## src/rtl/image_scanner.sv

```systemverilog
// 640x480@60 timing plus ROM address generator for a centred, scaled 64x64 image.
// Sync/enable flags are delayed so they line up with the ROM read data.
module image_scanner #(
    parameter int H_ACTIVE   = 640,
    parameter int H_FP       = 16,
    parameter int H_SYNC     = 96,
    parameter int H_BP       = 48,
    parameter int V_ACTIVE   = 480,
    parameter int V_FP       = 10,
    parameter int V_SYNC     = 2,
    parameter int V_BP       = 33,
    parameter int IMG_X      = 192,
    parameter int IMG_Y      = 112,
    parameter int SCALE_LOG2 = 2,
    parameter int ROM_LAT    = 2
) (
    input  logic        clk,
    input  logic        reset,
    output logic [11:0] rom_ad,
    input  logic [7:0]  rom_data,
    output logic [7:0]  pixel,
    output logic        hsync,
    output logic        vsync,
    output logic        de,
    output logic        frame_start
);

    localparam int H_TOTAL = H_ACTIVE + H_FP + H_SYNC + H_BP;
    localparam int V_TOTAL = V_ACTIVE + V_FP + V_SYNC + V_BP;
    localparam int IMG_W   = 64 << SCALE_LOG2;

    // Delay-line word: {hsync, vsync, de, in_img, frame_start}
    localparam logic [4:0] STAGE_IDLE = 5'b11000;

    logic [10:0] h_q, h_d;
    logic [10:0] v_q, v_d;
    logic [11:0] rom_ad_q, rom_ad_d;
    logic [4:0]  pipe_q [0:ROM_LAT];
    logic [4:0]  stage_d;
    logic [7:0]  pixel_q;
    logic        hsync_q, vsync_q, de_q, frame_start_q;

    logic        h_last, v_last;
    logic [10:0] x_off, y_off;
    logic        in_h, in_v, in_img;
    logic [5:0]  x_img, y_img;
    logic        hs_pulse, vs_pulse, active;

    // Next-state counters, image-window decode and ROM address selection.
    always_comb begin
        h_last = (h_q == 11'(H_TOTAL - 1));
        v_last = (v_q == 11'(V_TOTAL - 1));
        if (h_last) begin
            h_d = 11'd0;
            if (v_last) begin
                v_d = 11'd0;
            end else begin
                v_d = v_q + 11'd1;
            end
        end else begin
            h_d = h_q + 11'd1;
            v_d = v_q;
        end

        // Offsets wrap below the window, so one unsigned compare covers both edges.
        x_off  = h_q - 11'(IMG_X);
        y_off  = v_q - 11'(IMG_Y);
        in_h   = (x_off < 11'(IMG_W));
        in_v   = (y_off < 11'(IMG_W));
        in_img = in_h && in_v;
        x_img  = 6'(x_off >> SCALE_LOG2);
        y_img  = 6'(y_off >> SCALE_LOG2);

        // Outside the image the row bits hold, so the bank bit only moves at a line wrap.
        if (in_img) begin
            rom_ad_d = {y_img, x_img};
        end else if (in_v) begin
            rom_ad_d = {y_img, 6'd0};
        end else begin
            rom_ad_d = {rom_ad_q[11:6], 6'd0};
        end

        hs_pulse = (h_q >= 11'(H_ACTIVE + H_FP)) && (h_q < 11'(H_ACTIVE + H_FP + H_SYNC));
        vs_pulse = (v_q >= 11'(V_ACTIVE + V_FP)) && (v_q < 11'(V_ACTIVE + V_FP + V_SYNC));
        active   = (h_q < 11'(H_ACTIVE)) && (v_q < 11'(V_ACTIVE));
        stage_d  = {~hs_pulse, ~vs_pulse, active, in_img, (h_q == 11'd0) && (v_q == 11'd0)};
    end

    // Counters, address register, alignment delay line and output registers.
    always_ff @(posedge clk) begin
        if (reset) begin
            h_q           <= 11'd0;
            v_q           <= 11'd0;
            rom_ad_q      <= 12'd0;
            for (int i = 0; i <= ROM_LAT; i++) begin
                pipe_q[i] <= STAGE_IDLE;
            end
            pixel_q       <= 8'h00;
            hsync_q       <= 1'b1;
            vsync_q       <= 1'b1;
            de_q          <= 1'b0;
            frame_start_q <= 1'b0;
        end else begin
            h_q       <= h_d;
            v_q       <= v_d;
            rom_ad_q  <= rom_ad_d;
            pipe_q[0] <= stage_d;
            for (int i = 1; i <= ROM_LAT; i++) begin
                pipe_q[i] <= pipe_q[i-1];
            end
            pixel_q       <= pipe_q[ROM_LAT][1] ? rom_data : 8'h00;
            hsync_q       <= pipe_q[ROM_LAT][4];
            vsync_q       <= pipe_q[ROM_LAT][3];
            de_q          <= pipe_q[ROM_LAT][2];
            frame_start_q <= pipe_q[ROM_LAT][0];
        end
    end

    assign rom_ad      = rom_ad_q;
    assign pixel       = pixel_q;
    assign hsync       = hsync_q;
    assign vsync       = vsync_q;
    assign de          = de_q;
    assign frame_start = frame_start_q;

endmodule

```

## config.mk

```make
export PLATFORM = sky130hd
export DESIGN_NAME = image_scanner
export DESIGN_NICKNAME = d
export VERILOG_FILES = /design/src/rtl/image_scanner.sv
export SDC_FILE = /design/constraint.sdc
export NUM_CORES = 1
export LEC_CHECK = 0
export ABC_AREA = 1
export CAP_MARGIN = 20
export CORE_MARGIN = 5
export CORE_UTILIZATION = 55
export CTS_CLUSTER_DIAMETER = 60
export DETAILED_ROUTE_END_ITERATION = 8
export DONT_BUFFER_PORTS = 1
export PLACE_DENSITY = 0.73
export SLEW_MARGIN = 20
export SYNTH_ARGS = -nofsm -noshare
export SYNTH_HDL_FRONTEND = slang
export SYNTH_SLANG_ARGS = --single-unit
```

## constraint.sdc

```tcl
create_clock -name clk -period 1.4 [get_ports clk]
set_input_delay 0.28 -clock clk [delete_from_list [all_inputs] [get_ports clk]]
set_output_delay 0.28 -clock clk [all_outputs]
set_load 0.01 [all_outputs]
```

# Yosys cells after proc, flatten, opt, wreduce, memory -nomap -nowiden
# Memories as Yosys holds them, arrays and structs flattened.
# Index checks and enable logic that the tools add are counted.
[classes] n_eq_ne=2 n_reduce_logical=10 magnitude_cmp=8 shift=0 bitwise=6 addsub=4 n_mul=0 div=0 n_mux=9
[op_table] op="< comparator 11 x 9 -> 1 bit (second input constant)" count=4
[op_table] op="2-to-1 mux 12 bit" count=2
[op_table] op="adder 11 x 1 -> 11 bit (second input constant)" count=2
[op_table] op="== test 11 x 10 -> 1 bit (second input constant)" count=2
[op_table] op="zero test 11 bit" count=2
[op_table] op="< comparator 11 x 10 -> 1 bit (second input constant)" count=2
[op_table] op="2-to-1 mux 5 bit" count=3
[op_table] op="greater-or-equal comparator 11 x 10 -> 1 bit (second input constant)" count=1
[op_table] op="greater-or-equal comparator 11 x 9 -> 1 bit (second input constant)" count=1
[op_table] op="2-to-1 mux 11 bit" count=1
[op_table] op="subtractor 11 x 7 -> 11 bit (second input constant)" count=1
[op_table] op="subtractor 11 x 8 -> 11 bit (second input constant)" count=1
[op_table] op="logical AND 1 bit" count=5
[op_table] op="OR reduction 2 bit" count=2
[op_table] op="2-to-1 mux 1 bit" count=3
[op_table] op="NOT 1 bit" count=3
[op_table] op="bitwise OR 1 bit" count=3
[op_table] op="nonzero test 2 bit" count=1
[totals] ram_bits=15 mem_bits_ro=0 n_memories=1 register_bits=46 elab_cells=49 inputBits=10 latchBits=0 output_inout_bits=24
[mem_list] memory="pipe_q" words=3 width=5 read_ports=3 rd_ports_with_merged_regs=0 write_ports=3 line_no="38" source="logic [4:0] pipe_q [0:ROM_LAT];"

# Logic depth before layout (Yosys ltp)
[logic_depth] depth_word=4 ltp_mapped=10 depth_no_buf=9

# Least setup slack after synthesis
# OpenSTA, ideal clock, no wires.
[synth_path] kind="register to register" start="reg v_q[4]" end="reg rom_ad_q[6] (netlist: rom_ad[6])" path_slack_ps=-23 t_required_ps=1287 t_arrival_ps=1310 synth_period_minus_slack_ps=1423 stages_incl_launch_ff=10 path_buffers=1 setup_time_ps=113 path_cell_list="dfxtp_1 -> ha_1 -> nand2_1 -> nand3_1 -> nand2_1 -> nor2_1 -> nand2_4 -> buf_6 -> nor2_1 -> nor2_1"
[synth_between] elab_chain_len=4 word_cells_on_any_way=5 cone_classes="add/sub (1); order compare (1); mux (1); reduce/logical (2)"
[synth_rtl] item="start, declared" line_no="36" source="logic [10:0] v_q, v_d;"
[synth_rtl] item="start signal, assigned" line_no="105" source="v_q <= v_d;"
[synth_rtl] item="subtractor 11 x 7 -> 11 bit (*)" line_no="67" source="y_off = v_q - 11'(IMG_Y);"
[synth_rtl] item="< comparator 11 x 9 -> 1 bit (*)" line_no="69" source="in_v = (y_off < 11'(IMG_W));"
[synth_rtl] item="logical AND 1 bit" line_no="70" source="in_img = in_h && in_v;"
[synth_rtl] item="2-to-1 mux 12 bit or nonzero test 2 bit (tied branches)"
[synth_rtl] item="end signal, assigned" line_no="106" source="rom_ad_q <= rom_ad_d;"
[synth_rtl] item="end, declared" line_no="37" source="logic [11:0] rom_ad_q, rom_ad_d;"
# Mark *: on every way between the ends. The rest lies on a longest branch, timed or not.
# A chain may end at the register's enable or synchronous reset.

# Final worst setup path
[layout_path] start="reg h_q[1]" end="reg h_q[10]"
[layout_between] elab_chain_len=2 word_cells_on_any_way=3 cone_classes="add/sub (1); eq/ne (1); reduce/logical (1)"
[layout_rtl] item="start, declared" line_no="35" source="logic [10:0] h_q, h_d;"
[layout_rtl] item="start signal, assigned" line_no="92" source="h_q <= 11'd0;"
[layout_rtl] item="start signal, assigned" line_no="104" source="h_q <= h_d;"
[layout_rtl] item="parallel branches: the longest is 2 deep, another holds adder 11 x 1 -> 11 bit"
# Several ways; the timed one is not identified.

==> summary.md <==
| Metric | Value |
|---|---|
| Reg area | 0.00124 mm² |
| DRC viols | 0 |
| Leakage power | 0.00146 µW |
| Commonest non-fill, non-tap cells in the layout | nor2_1 (55), nand2_1 (51), dfxtp_1 (51) |
| Final Max Slew Viols | 0 |
| Worst Hold Slack | 13.4 ps |
| Hold WC Path Type | primary input to flop |
| Setup CP Type | flop to flop |
| Total power | 3400 µW |
| Status | complete, but fails checks |
| First-pass iteration count of the detailed router | 4 |
| # setup viols final | 1 |
| CP arrival | approximately 1600 ps |
| Max cap viols | 0 |
| Port bufs | 0 |
| Reg clk slew, reported paths | 70 ps |
| FP Rows | 24 |
| Fin. Hold Viols | 0 |
| Synthesized area | 0.00255 mm² |
| Die area | 0.00609 mm² |
| Gate Count Post-Synth | 340 |
| Post-DP Area | 0.00279 mm² |
| CP Launch Type | flop |
| Chip width | a little under 80 µm |
| Die height | 78.1 µm |
| Tcrit/Tclk final | 1.01 |
| Hold depth | 1 |
| Vias in the first global route | 1958 |
| CP Buf/Inv Count | 2 |
| #FFs+latches synth | 61 |
| Hold-critical path endpoint | pipe_q[0][7] |
| Area occupied by multi-input gates | 0.00127 mm² |
| I/O Pins | 34 |
| Via/cell ratio | 5.15 |
| Slew of the pin with the lowest slew margin | 409 ps |
| Failing checks | negative setup slack |
| Worst Path Required | approximately 1600 ps |
| Sequential cell area fraction in the yosys report | 0.479 |
| Critical path's top delay family | simple AND/OR/NAND/NOR gates |
| Fin crit period | 1410 ps |
| Initial Util | 0.577 |
| CTS tree | done |
| Reg2Reg Depth | 9 |
| CTS Sinks | 61 |
| Initial antenna violation count | 0 |
| Root Driver | clkbuf_8 |
| Achievable Freq | 0.710 GHz |
| Layout cells sized above 1 | 0.312 |
| Core area | approximately 0.0044 mm² |
| Max incr delay on CP | around 380 ps |
| Grt total ovfl | 0 |
| Most frequent cell on the critical path | nand2_1 |
| CP max FO | 3 |
| Final RePlAce weighted congestion | 0.919 |
| RSZ-0062 raised after global routing | yes |
| Fill count | 308 |
| Synth Area per Inst | roughly 7.5 µm² |
| Drt first-iter violations | ~180 |
| YS warnings | 0 |
| Largest net degree at the start of global routing | 21 |
| Slew HR | 0.724 |
| Syn_nets | 359 |
| Final WL | around 6100 µm |
| Routed Antenna Nets | 0 |
| Final WS setup | -7.58 ps |
| Inserted Clock Buffers | 9 |
| Nets | 402 |
| Wire length per cell | 13.8 µm |
| Area Growth Syn to Fin | 29.7% |
| FF-to-FF setup slack | -8 ps |
| First-pass GRT wire length | 8830 µm |
| Clock skew | 8.21 ps |
| Via count | between 2000 and 2500 |
| Reg2reg start | h_q[1] |
| Worst-path cell chain | ha_4, buf_6, nand2_2, inv_2, nand4_1, nor2_2, nand2_1, nand2_1, a21oi_2 |
| Clock Path Buffers | 2 |
| Final Instance Area | around 0.0033 mm² |
| Worst vdd ir | 0.837 mV |
| Gr usage total | 0.180 |
| Place WS | -62.1 ps |
| Reg2reg end | h_q[10] |
| Most common cell after layout, fill and taps aside | nor2_1 |
| P per Cell Area | 1030 mW/mm² |
| Skew-Pair Late Insertion Delay | 330 ps |
| Worst hold start | reset |
| Final core occ | 0.749 |
| Setup crit end kind | flop |
| Slowest-stage cell, CP | dfxtp_4 |
| Inserted Diodes | 0 |
| CTS H-tree depth | 3 |
| Netlist cell types | 28 |
| Dpl hpwl | approximately 3800 µm |
==> final cells by class <==
| cell class | instances | area share |
|---|---|---|
| repair buffers | 37 | 0.0924 |
| well taps | 52 | 0.0197 |
| multi-input cells | 216 | 0.384 |
| inverters | 58 | 0.0674 |
| clock inverters | 7 | 0.0227 |
| clock buffers | 9 | 0.0375 |
| flip-flops and latches | 61 | 0.376 |
==> routing by layer <==
layer / vias up / GRT usage / part of all wire
li1: 1140 / - / -
met2: 88 / 0.286 / 0.49
met4: 0 / 0.0608 / 0.023
met5: - / 0 / 0
met1: 1025 / 0.234 / 0.42
met3: 14 / 0.0526 / 0.061
==> cells by family (layout without fill, tap and decap cells) <==
kind of cell	Yosys count	after routing	share of synthesized area
flops	61	61	0.479
simple gates	179	180	0.304
compound gates	21	21	0.0491
fa+ha+maj	9	9	0.0442
xor+xnor	6	6	0.0206
buf+inv	64	111	0.103
==> where the power goes <==
group          internal (µW)  total, µW  switching (µW)
Combinational           38.8       96.3            57.5
Sequential              1750       1760            13.5
Clock                    826       1540             718
Total                   2610       3400             789
==> worst max path at each step <==
stage	start	end	cells after the start
5_1_grt	h_q[1]	h_q[10]	9
3_5_place_dp	h_q[1]	v_q[1]	8
4_1_cts	h_q[1]	h_q[10]	8
6_report	h_q[1]	h_q[10]	9
2_1_floorplan	h_q[7]	v_q[9]	9
3_3_place_gp	v_q[5]	rom_ad[2]	7
==> cells in the mapped netlist <==
cell type  number  area, µm²
o22ai_1         1       6.26
o21ai_2         1       8.76
buf_4           1       7.51
buf_2           1       5.00
o21ai_1         1       5.00
nand2_2         1       6.26
o311ai_0        1       8.76
or2_2           7       43.8
nand3_1        22        110
o21ai_4         1       16.3
nand2_1        59        221
buf_6           1       11.3
nor2_2          1       6.26
xnor2_1         2       17.5
nor3_2          1       10.0
a21oi_1        12       60.1
nor3_1         10       50.1
dfxtp_1        61       1220
inv_1          52        195
clkbuf_8        1       13.8
nor2_1         67        251
nand2_4         1       11.3
xor2_1          4       35.0
ha_1            9        113
o21ai_0         4       20.0
clkbuf_1        2       7.51
nand4_1        10       62.6
inv_2           6       22.5
==> registers in the layout, summed over array words and instances, names as in the netlist <==
register     count
vsync            1
hsync            1
rom_ad          12
h_q             11
pipe_q          15
frame_start      1
pixel            8
v_q             11
de               1
==> through the flow <==
step	setup TNS, ps	cells
5_1_grt	-439	440
3_3_place_gp	-309	415
3_5_place_dp	-694	415
6_report	-7.58	440
4_1_cts	-13.2	432
2_1_floorplan	0	340
==> what timing repair did <==
action                                 in CTS  in global routing
setup buffers                               0                  6
setup endpoints to repair                  31                 35
endpoints found under the hold margin       2                  7
gates cloned                                0                  1
resized for setup                           7                 70
hold buffers                                1                  1
pin swaps                                   2                 19
Note: power is estimated with default switching activity, not from simulation.
